[config.mk]
export PLATFORM = sky130hd
export DESIGN_NAME = lsu_flat
export DESIGN_NICKNAME = d
export VERILOG_FILES = /design/src/rtl/lsu_pkg.sv /design/src/rtl/lsu_if.sv /design/src/rtl/lsu_load_extend.sv /design/src/rtl/lsu.sv /design/src/flat_wrapper.sv
export SDC_FILE = /design/constraint.sdc
export NUM_CORES = 1
export LEC_CHECK = 0
export BUFFER_PORTS_ARGS = -buffer_cell sky130_fd_sc_hd__buf_2
export CELL_PAD_IN_SITES_DETAIL_PLACEMENT = 0
export CELL_PAD_IN_SITES_GLOBAL_PLACEMENT = 1
export CORE_MARGIN = 3
export CORE_UTILIZATION = 35
export DETAILED_ROUTE_END_ITERATION = 8
export GPL_ROUTABILITY_DRIVEN = 0
export GPL_TIMING_DRIVEN = 0
export PLACE_DENSITY = 0.83
export SLEW_MARGIN = 5
export SYNTH_ARGS = -nofsm -noshare
export SYNTH_HDL_FRONTEND = slang
export SYNTH_SLANG_ARGS = --single-unit
[constraint.sdc]
create_clock -name clk -period 1.8 [get_ports clk]
set_input_delay 0.09 -clock clk [delete_from_list [all_inputs] [get_ports clk]]
set_output_delay 0.09 -clock clk [all_outputs]
set_load 0.02 [all_outputs]
[src/rtl/lsu_pkg.sv]
// Shared types and pure helpers for the load/store unit: funct3 codes,
// FSM state type, store byte-enable generation and write-data replication.
package lsu_pkg;

  localparam int LSU_DEPTH_WORDS = 256;
  localparam int LSU_TAG_W       = 5;

  localparam logic [2:0] F3_B  = 3'b000;
  localparam logic [2:0] F3_H  = 3'b001;
  localparam logic [2:0] F3_W  = 3'b010;
  localparam logic [2:0] F3_BU = 3'b100;
  localparam logic [2:0] F3_HU = 3'b101;

  typedef enum logic [1:0] {
    IDLE  = 2'd0,
    ISSUE = 2'd1,
    WAIT  = 2'd2
  } lsu_state_t;

  function automatic logic [3:0] be_gen(input logic [2:0] funct3, input logic [1:0] addr_lo);
    logic [3:0] be;
    case (funct3)
      F3_B:    be = 4'b0001 << addr_lo;
      F3_H:    be = addr_lo[1] ? 4'b1100 : 4'b0011;
      F3_W:    be = 4'b1111;
      default: be = 4'b0000;
    endcase
    return be;
  endfunction

  function automatic logic [31:0] wd_replicate(input logic [2:0] funct3, input logic [31:0] wdata);
    logic [31:0] wd;
    case (funct3)
      F3_B:    wd = {4{wdata[7:0]}};
      F3_H:    wd = {2{wdata[15:0]}};
      default: wd = wdata;
    endcase
    return wd;
  endfunction

  function automatic logic f3_legal(input logic store, input logic [2:0] funct3);
    if (store) return funct3 inside {F3_B, F3_H, F3_W};
    return funct3 inside {F3_B, F3_H, F3_W, F3_BU, F3_HU};
  endfunction

  // Access size comes from funct3[1:0] (00 byte, 01 half, 10 word).
  function automatic logic misaligned(input logic [2:0] funct3, input logic [1:0] addr_lo);
    return ((funct3[1:0] == 2'b01) && addr_lo[0]) ||
           ((funct3[1:0] == 2'b10) && (addr_lo != 2'b00));
  endfunction

endpackage

[src/rtl/lsu_if.sv]
// Execute-stage request / writeback response channel of the load/store unit.
interface lsu_if #(
  parameter int TAG_W = 5
) ();

  logic             req_valid;
  logic             req_ready;
  logic             req_store;
  logic [2:0]       req_funct3;
  logic [31:0]      req_addr;
  logic [31:0]      req_wdata;
  logic [TAG_W-1:0] req_tag;

  logic             resp_valid;
  logic [31:0]      resp_rdata;
  logic [TAG_W-1:0] resp_tag;
  logic             resp_misaligned;
  logic             resp_fault;

  modport master (
    output req_valid, req_store, req_funct3, req_addr, req_wdata, req_tag,
    input  req_ready,
    input  resp_valid, resp_rdata, resp_tag, resp_misaligned, resp_fault
  );

  modport slave (
    input  req_valid, req_store, req_funct3, req_addr, req_wdata, req_tag,
    output req_ready,
    output resp_valid, resp_rdata, resp_tag, resp_misaligned, resp_fault
  );

endinterface

[src/rtl/lsu_load_extend.sv]
// Combinational load formatter: selects the addressed lane of the memory
// word and sign- or zero-extends it according to funct3.
module lsu_load_extend
  import lsu_pkg::*;
(
  input  logic [2:0]  funct3_i,
  input  logic [1:0]  addr_lo_i,
  input  logic [31:0] rd_i,
  output logic [31:0] data_o
);

  logic [31:0] lane;

  assign lane = rd_i >> {addr_lo_i, 3'b000};

  always_comb begin
    data_o = 32'd0;
    case (funct3_i)
      F3_B:    data_o = {{24{lane[7]}}, lane[7:0]};
      F3_H:    data_o = {{16{lane[15]}}, lane[15:0]};
      F3_W:    data_o = lane;
      F3_BU:   data_o = {24'd0, lane[7:0]};
      F3_HU:   data_o = {16'd0, lane[15:0]};
      default: data_o = 32'd0;
    endcase
  end

endmodule

[src/rtl/lsu.sv]
// Load/store unit: one RV32I load or store at a time against a single-cycle
// byte-enabled data memory; illegal requests are answered without an access.
module lsu
  import lsu_pkg::*;
#(
  parameter int DEPTH_WORDS = LSU_DEPTH_WORDS,
  parameter int TAG_W       = LSU_TAG_W
) (
  input  logic        clk,
  input  logic        rst_n,
  lsu_if.slave        req_if,
  output logic        mem_we_o,
  output logic [3:0]  mem_byteEnable_o,
  output logic [31:0] mem_a_o,
  output logic [31:0] mem_wd_o,
  input  logic [31:0] mem_rd_i
);

  lsu_state_t       state_q;
  logic             store_q;
  logic [2:0]       f3_q;
  logic [31:0]      addr_q;
  logic [31:0]      wdata_q;
  logic [TAG_W-1:0] tag_q;

  logic             resp_valid_q;
  logic [31:0]      resp_rdata_q;
  logic [TAG_W-1:0] resp_tag_q;
  logic             resp_mis_q;
  logic             resp_fault_q;

  logic             req_mis;
  logic             req_fault;
  logic             range_bad;
  logic [31:0]      ld_data;
  logic [31:0]      resp_rdata_d;

  assign range_bad = (req_if.req_addr[31:2] >= 30'(DEPTH_WORDS));
  assign req_mis   = misaligned(req_if.req_funct3, req_if.req_addr[1:0]);
  assign req_fault = !f3_legal(req_if.req_store, req_if.req_funct3) || range_bad;

  lsu_load_extend u_load_extend (
    .funct3_i  (f3_q),
    .addr_lo_i (addr_q[1:0]),
    .rd_i      (mem_rd_i),
    .data_o    (ld_data)
  );

  assign resp_rdata_d = store_q ? 32'd0 : ld_data;

  // Request fields are captured only for legal accesses, so mem_a/mem_wd keep
  // the last issued access across error responses.
  always_ff @(posedge clk or negedge rst_n) begin
    if (!rst_n) begin
      state_q      <= IDLE;
      store_q      <= 1'b0;
      f3_q         <= 3'd0;
      addr_q       <= 32'd0;
      wdata_q      <= 32'd0;
      tag_q        <= '0;
      resp_valid_q <= 1'b0;
      resp_rdata_q <= 32'd0;
      resp_tag_q   <= '0;
      resp_mis_q   <= 1'b0;
      resp_fault_q <= 1'b0;
    end else begin
      resp_valid_q <= 1'b0;
      case (state_q)
        IDLE: begin
          if (req_if.req_valid) begin
            if (req_mis || req_fault) begin
              resp_valid_q <= 1'b1;
              resp_rdata_q <= 32'd0;
              resp_tag_q   <= req_if.req_tag;
              resp_mis_q   <= req_mis;
              resp_fault_q <= req_fault;
            end else begin
              store_q <= req_if.req_store;
              f3_q    <= req_if.req_funct3;
              addr_q  <= req_if.req_addr;
              wdata_q <= req_if.req_wdata;
              tag_q   <= req_if.req_tag;
              state_q <= ISSUE;
            end
          end
        end
        ISSUE: state_q <= WAIT;
        WAIT: begin
          resp_valid_q <= 1'b1;
          resp_rdata_q <= resp_rdata_d;
          resp_tag_q   <= tag_q;
          resp_mis_q   <= 1'b0;
          resp_fault_q <= 1'b0;
          state_q      <= IDLE;
        end
        default: state_q <= IDLE;
      endcase
    end
  end

  assign req_if.req_ready       = (state_q == IDLE);
  assign req_if.resp_valid      = resp_valid_q;
  assign req_if.resp_rdata      = resp_rdata_q;
  assign req_if.resp_tag        = resp_tag_q;
  assign req_if.resp_misaligned = resp_mis_q;
  assign req_if.resp_fault      = resp_fault_q;

  // Strobe decodes straight from the async-reset state so reset drops it at once.
  assign mem_we_o         = (state_q == ISSUE);
  assign mem_byteEnable_o = (state_q == ISSUE && store_q) ? be_gen(f3_q, addr_q[1:0]) : 4'b0000;
  assign mem_a_o          = addr_q;
  assign mem_wd_o         = wd_replicate(f3_q, wdata_q);

endmodule
[src/flat_wrapper.sv]
// flat-port wrapper written by rule: the top's interface ports become plain ports
module lsu_flat import lsu_pkg::*;
#(
  parameter int DEPTH_WORDS = LSU_DEPTH_WORDS,
  parameter int TAG_W       = LSU_TAG_W
)
  (clk, rst_n, mem_we_o, mem_byteEnable_o, mem_a_o, mem_wd_o, mem_rd_i, req_if_req_valid, req_if_req_store, req_if_req_funct3, req_if_req_addr, req_if_req_wdata, req_if_req_tag, req_if_req_ready, req_if_resp_valid, req_if_resp_rdata, req_if_resp_tag, req_if_resp_misaligned, req_if_resp_fault);
  lsu_if #(.TAG_W(TAG_W)) req_if_i ();
  input  logic clk;
  input  logic rst_n;
  output logic mem_we_o;
  output logic [3:0] mem_byteEnable_o;
  output logic [31:0] mem_a_o;
  output logic [31:0] mem_wd_o;
  input  logic [31:0] mem_rd_i;
  input wire logic [$bits(req_if_i.req_valid)-1:0] req_if_req_valid;
  input wire logic [$bits(req_if_i.req_store)-1:0] req_if_req_store;
  input wire logic [$bits(req_if_i.req_funct3)-1:0] req_if_req_funct3;
  input wire logic [$bits(req_if_i.req_addr)-1:0] req_if_req_addr;
  input wire logic [$bits(req_if_i.req_wdata)-1:0] req_if_req_wdata;
  input wire logic [$bits(req_if_i.req_tag)-1:0] req_if_req_tag;
  output wire logic [$bits(req_if_i.req_ready)-1:0] req_if_req_ready;
  output wire logic [$bits(req_if_i.resp_valid)-1:0] req_if_resp_valid;
  output wire logic [$bits(req_if_i.resp_rdata)-1:0] req_if_resp_rdata;
  output wire logic [$bits(req_if_i.resp_tag)-1:0] req_if_resp_tag;
  output wire logic [$bits(req_if_i.resp_misaligned)-1:0] req_if_resp_misaligned;
  output wire logic [$bits(req_if_i.resp_fault)-1:0] req_if_resp_fault;
  assign req_if_i.req_valid = req_if_req_valid;
  assign req_if_i.req_store = req_if_req_store;
  assign req_if_i.req_funct3 = req_if_req_funct3;
  assign req_if_i.req_addr = req_if_req_addr;
  assign req_if_i.req_wdata = req_if_req_wdata;
  assign req_if_i.req_tag = req_if_req_tag;
  assign req_if_req_ready = req_if_i.req_ready;
  assign req_if_resp_valid = req_if_i.resp_valid;
  assign req_if_resp_rdata = req_if_i.resp_rdata;
  assign req_if_resp_tag = req_if_i.resp_tag;
  assign req_if_resp_misaligned = req_if_i.resp_misaligned;
  assign req_if_resp_fault = req_if_i.resp_fault;
  lsu #(.DEPTH_WORDS(DEPTH_WORDS), .TAG_W(TAG_W)) u_core (.clk(clk), .rst_n(rst_n), .req_if(req_if_i), .mem_we_o(mem_we_o), .mem_byteEnable_o(mem_byteEnable_o), .mem_a_o(mem_a_o), .mem_wd_o(mem_wd_o), .mem_rd_i(mem_rd_i));
endmodule
==> impl_metrics.tcl, run 1 <==
set metrics [dict create \
    status "finished, violations left" \
    violations "negative setup slack" \
    r2r_end "u_core.wdata_q[26]" \
    avgSynthCellArea_um2 11.7 \
    layoutNonFillerInstCount 1078 \
    fp.dieH_um 138 \
    critPathCaptureType "output pin" \
    drv_slew 0 \
    dp_slack_ns -0.464 \
    regToRegStartpoint "u_core.state_q[1]" \
    synth.distinct_cells 51 \
    hold_path_end "u_core.req_if.resp_rdata[31]" \
    area_delta_synth_final_pct 56.3 \
    synth_area_um2 6050 \
    worst-setup-path-type "flop to output pin" \
    critPathLaunchType "flop" \
    rrSetupSlack_ns -0.10 \
    rr_worst_depth 8 \
    grt_pass1_vias 5609 \
    path_max_fanout 8 \
    routed_wl_mm 21.4 \
    power_leakage_nw 4.71 \
    skew_ns 0.00944 \
    final_hold_viol_count 0 \
    yosysSeqAreaShare_pct 47.5 \
    port_buffers 217 \
    cts_tree "yes" \
    peakVddDrop_uv 572 \
    core-area_um2 16800 \
    mappedNetlistNets 626 \
    cts_inserted_buffers 17 \
    maxCapViolations 0 \
    h-tree-depth 4 \
    holdPathStages 3 \
    yosysWarnings 0 \
    vias 5620 \
    fin_util_pct 56.5 \
    grt_pass1_wl_mm 30.9 \
    wl_per_cell_um 19.9 \
    dieArea_um2 18900 \
    dpl.cell_count 956 \
    setup_viol 59 \
    overflow 0 \
    nNetsFinal 951 \
    ios 218 \
    layout_commonest_cell "buf_2" \
    syn_inst 518 \
    initial_core_util_pct 36.1 \
    period_needed_ns 1.92 \
    hold_path_class "input port to flop" \
    fin_crit_sh_pct 107 \
    cts_buffer_depth 2 \
    timing.fmax_mhz 521 \
    clk_latency_ns 0.42 \
    max_slew_margin_pct 64.3 \
    required_ns 1.71 \
    drt-initial-drc-count 285 \
    cts_root_buf "clkbuf_16" \
    route.detailed.drc 0 \
    worst_slack_ns -0.119 \
    rsz0062_at_grt "true" \
    p_per_area_nw_per_um2 699 \
    synth.area.top_cells "dfrtp_1 48%, mux2_4 9.9%, mux2_2 5.4%" \
    vias_per_cell 5.21 \
    dp_hpwl_mm 14.2 \
    synth_top_area_share_pct 47.5 \
    worstMarginPinSlew_ns 0.536 \
    grt_max_degree 78 \
    cts_sinks 115 \
    num-fill-cells 1380 \
    synth_top_area_cell "dfrtp_1" \
    worstPathArrival_ns 1.83 \
    die-width_um 138 \
    power_mw 6.61 \
    grtUsageTotal_pct 21.5 \
    path_clk_slew_ns 0.06 \
    drive_gt1_share_pct 50.2 \
    yosys_register_bits 115 \
    antenna_found_initial 6 \
    async_flop_share_pct 100 \
    mostFrequentLayoutCells "196 x buf_2, 111 x dfrtp_1, 67 x mux2_4" \
    hold_start "mem_rd_i[31]" \
    drt-pass1-iter-count 5 \
    num_rows 47 \
    ant_nets 0 \
    synth-edff-count 0 \
    synth_ff_type "dfrtp_1" \
]
[what timing repair did]
action | CTS | global route
pin swaps | 10 | 6
setup endpoints to repair | 98 | 104
cloned | 1 | 7
gates resized for setup | 67 | 79
endpoints found under the hold margin | 112 | 0
hold buffers | 59 | 0
buffers inserted | 15 | 11
[logic make-up after synthesis]
| family | Yosys count | share of synthesized area, % |
|---|---|---|
| mux | 100 | 20.6 |
| compound gates | 98 | 11.4 |
| simple gates | 155 | 15.2 |
| buf+inv | 50 | 5.31 |
| flops | 115 | 47.5 |
[cells in the mapped netlist (3+ instances only)]
cell type    n
buf_4        8
a21oi_1     21
buf_2       10
a2bb2oi_1    8
a22oi_1     16
mux2i_1     24
buf_12       4
nand2_1     21
a221oi_1     5
and2_1       5
clkbuf_1    19
dfrtp_1    115
a21o_1       3
o21ai_0     17
mux2_2      29
nor2_1      25
nand3b_1     9
inv_1        3
mux2_1       7
nor4_2       3
o221ai_1     8
nor2b_1     26
mux2_4      40
nand3_1     25
nand4_1     21
o211ai_1    11
buf_1        3
[how the worst max path moves through the flow]
stage                                     from  cells after the start  slack, ns                            to
after floorplan              u_core.mem_a_o[0]                      6      0.004  u_core.req_if.resp_rdata[22]
after global placement                   rst_n                      1      -0.88             u_core.mem_a_o[9]
after detailed placement  req_if_req_funct3[0]                      7      -0.46               u_core.tag_q[1]
after CTS                       u_core.f3_q[0]                      5      -0.14                   mem_wd_o[9]
after global routing            u_core.f3_q[2]                      5      -0.16                  mem_wd_o[14]
final                           u_core.f3_q[2]                      5      -0.12                  mem_wd_o[14]
[report_power, final]
group          switching, mW  internal, mW
combinational          0.258         0.252
clock                   1.36          2.12
sequential            0.0158          2.60
total                   1.63          4.98
[through the flow]
| stage | hold slack, ns | setup TNS [ns] | cell area (um^2) |
|---|---|---|---|
| finish | 0.0124 | -4.55 | 9460 |
| global placement | 0.320 | -141.64 | 7440 |
| CTS | 0.00123 | -1.16 | 9010 |
| detailed placement | 0.0208 | -44.01 | 7470 |
| floorplan | -0.206 | 0 | 6080 |
| global route | 0.00534 | -8.36 | 9460 |
[registers in the layout, summed over array words and instances (netlist names)]
register / count
u_core.store_q: 1
u_core.req_if.resp_rdata: 32
u_core.req_if.resp_tag: 5
u_core.req_if.resp_fault: 1
u_core.state_q: 2
u_core.f3_q: 3
u_core.req_if.resp_misaligned: 1
u_core.tag_q: 5
u_core.mem_a_o: 32
u_core.req_if.resp_valid: 1
u_core.wdata_q: 32
[metal layers]
metal | vias up | global-route usage (%) | wire, um
li1 | 2569 | - | -
met3 | 42 | 7.67 | 1980
met4 | 10 | 6.10 | 434
met2 | 278 | 33.6 | 10200
met1 | 2721 | 28.0 | 8740
met5 | - | 0 | 58
[area by class of cell]
type,count,area [um^2],area share (%)
clock inverter,14,169,1.78
sequential,115,2880,30.5
inverter,3,11.3,0.119
timing repair buffer,310,2230,23.5
multi-input combinational,353,3090,32.6
tap,220,275,2.91
clock buffer,18,439,4.64
buffer,43,368,3.89
antenna,2,5.00,0.0529
[worst max-delay path, cell delays in order, from the launching register on]
cell and delay [ns]:
dfrtp_2 0.43, or2_4 0.25, nor2_4 0.12, buf_12 0.16
mux2_4 0.31, buf_6 0.14
Power figures use the tool's default switching activity.
==> run 2, diff against run 1 <==
--- a/config.mk
+++ b/config.mk
@@ -14,6 +14,7 @@
 export GPL_ROUTABILITY_DRIVEN = 0
 export GPL_TIMING_DRIVEN = 0
 export PLACE_DENSITY = 0.83
+export SETUP_SLACK_MARGIN = 0.1
 export SLEW_MARGIN = 5
 export SYNTH_ARGS = -nofsm -noshare
 export SYNTH_HDL_FRONTEND = slang
==> impl_metrics.tcl, run 2 (synthesized netlist as in run 1, its figures left out) <==
set metrics [dict create \
    fin_util_pct 60.1 \
    worst-setup-path-type "flop to output pin" \
    dpl.cell_count 956 \
    layout_commonest_cell "buf_2" \
    ant_nets 0 \
    initial_core_util_pct 36.1 \
    cp_top_family "buffers and inverters" \
    clkPwrFrac_pct 51.1 \
    routed_wl_mm 21.3 \
    final_hold_viol_count 0 \
    h-tree-depth 4 \
    rsz0062_at_grt "true" \
    antenna_found_initial 1 \
    final_area_um2 10100 \
    path_max_fanout 5 \
    fin_tns_setup_ns -5.42 \
    cts_inserted_buffers 17 \
    grt_pass1_vias 5838 \
    peakVddDrop_uv 602 \
    fin_crit_sh_pct 113 \
    grt_max_degree 65 \
    drt-pass1-iter-count 5 \
    route.detailed.drc 0 \
    power_mw 6.43 \
    power_frac_comb_pct 8.2 \
    hold_path_class "input port to flop" \
    worstPathArrival_ns 1.94 \
    grtUsageTotal_pct 22.5 \
    switchingPower_mw 1.53 \
    grt_use_met1_pct 30.2 \
    holdPathStages 2 \
    worst_slack_ns -0.231 \
    path_buf_inv 4 \
    hold_path_end "u_core.f3_q[0]" \
    grtUsageMet2_pct 34.8 \
    cts_root_buf "clkbuf_16" \
    port_buffers 217 \
    status "finished, violations left" \
    required_ns 1.71 \
    dp_slack_ns -0.369 \
    cts_tree "yes" \
    worstMarginPinSlew_ns 0.639 \
    area_delta_synth_final_pct 66.3 \
    slowest_delay_ns 0.37 \
    vias 5689 \
    core-area_um2 16800 \
    hold_ws_ns 0.0190 \
    crit_top_cell "buf_6" \
    p_int_mw 4.90 \
    rr_worst_depth 9 \
    drt-initial-drc-count 310 \
    skew_ns 0.00591 \
    critPathLaunchType "flop" \
    period_needed_ns 2.03 \
    violations "negative setup slack" \
    swShare_pct 23.7 \
    critPathCaptureType "output pin" \
    dp_hpwl_mm 13.8 \
    rrSetupSlack_ns -0.10 \
    cp_cell_sequence "buf_6 -> or2_4 -> nor2_4 -> buf_6 -> buf_12 -> mux2_4 -> buf_6" \
    overflow 0 \
    met3_usage_pct 5.88 \
    setup_viol 64 \
    diodes 0 \
    dpl_cell_area_um2 7550 \
    drive_gt1_share_pct 55.7 \
    grt_pass1_wl_mm 32.5 \
    max_slew_margin_pct 57.4 \
    num_rows 47 \
    cts_buffer_depth 2 \
    fp.dieH_um 138 \
    layoutNonFillerInstCount 1105 \
    timing.fmax_mhz 492 \
    hold_start "req_if_req_funct3[0]" \
    path_clk_slew_ns 0.05 \
    r2r_end "u_core.wdata_q[23]" \
    top_usage_layer "met2" \
    maxCapViolations 0 \
    drv_slew 0 \
    dieArea_um2 18900 \
    slowest_stage "dfrtp_1" \
    wl_per_cell_um 19.3 \
    p_per_area_nw_per_um2 639 \
    vias_per_cell 5.15 \
    ios 218 \
    cts_sinks 115 \
    clk_latency_ns 0.41 \
    nNetsFinal 980 \
    power_leakage_nw 4.97 \
    die-width_um 138 \
    mostFrequentLayoutCells "190 x buf_2, 112 x dfrtp_1, 69 x mux2_4" \
    power_frac_seq_pct 40.7 \
    regToRegStartpoint "u_core.state_q[0]" \
]
## run 2: changes by cell type in the layout (fill, tap and decap cells not counted), moves of 4 or more
cell,previous run,this run
clkinv_2,0,5
buf_4,34,45
buf_8,1,6
buf_6,35,47
buf_2,196,190
inv_6,5,1
a21oi_2,4,8
clkbuf_16,22,18
buf_12,7,20
a22oi_1,16,0
a22oi_2,0,16
a21oi_1,17,12
## run 2: layout make-up
class                           count  area, um^2
Buffer                             45         467
Inverter                            3        13.8
Timing Repair Buffer              337        2590
Sequential cell                   115        2880
Clock inverter                     13         136
Tap cell                          220         275
Multi-Input combinational cell    353        3270
Clock buffer                       19         433
Fill cell                        1359        6690
## run 2: worst max-delay path by stage
stage	startpoint	to	slack [ns]	cells after the start
floorplan	u_core.state_q[1]	u_core.f3_q[0]	0.07	7
global placement	rst_n	u_core.mem_a_o[0]	-1.08	1
detailed placement	u_core.f3_q[2]	mem_wd_o[20]	-0.37	4
CTS	u_core.f3_q[0]	mem_wd_o[15]	-0.27	7
global route	u_core.f3_q[0]	mem_wd_o[11]	-0.29	7
finish	u_core.f3_q[0]	mem_wd_o[11]	-0.23	7
## run 2: power groups by stage
stage	sequential, mW	clock, mW	combinational [mW]
finish	2.62	3.28	0.529
floorplan	2.68	0	0.109
global placement	2.66	0	0.380
detailed placement	2.66	0	0.391
global route	2.62	3.48	0.576
CTS	2.62	3.35	0.512
## run 2: what timing repair did
action | 4_1_cts | 5_1_grt
setup buffers | 38 | 20
setup endpoints to repair | 114 | 139
cloned | 8 | 1
hold buffers | 58 | 0
gates resized for setup | 123 | 101
hold endpoints to repair | 120 | 0
pin swaps | 23 | 20
## run 2: metal layers
| metal | up-vias | part of all wire (%) |
|---|---|---|
| met5 | - | 0.061 |
| met4 | 2 | 2.2 |
| met3 | 37 | 7.2 |
| met2 | 231 | 48 |
| met1 | 2796 | 42 |
| li1 | 2623 | - |
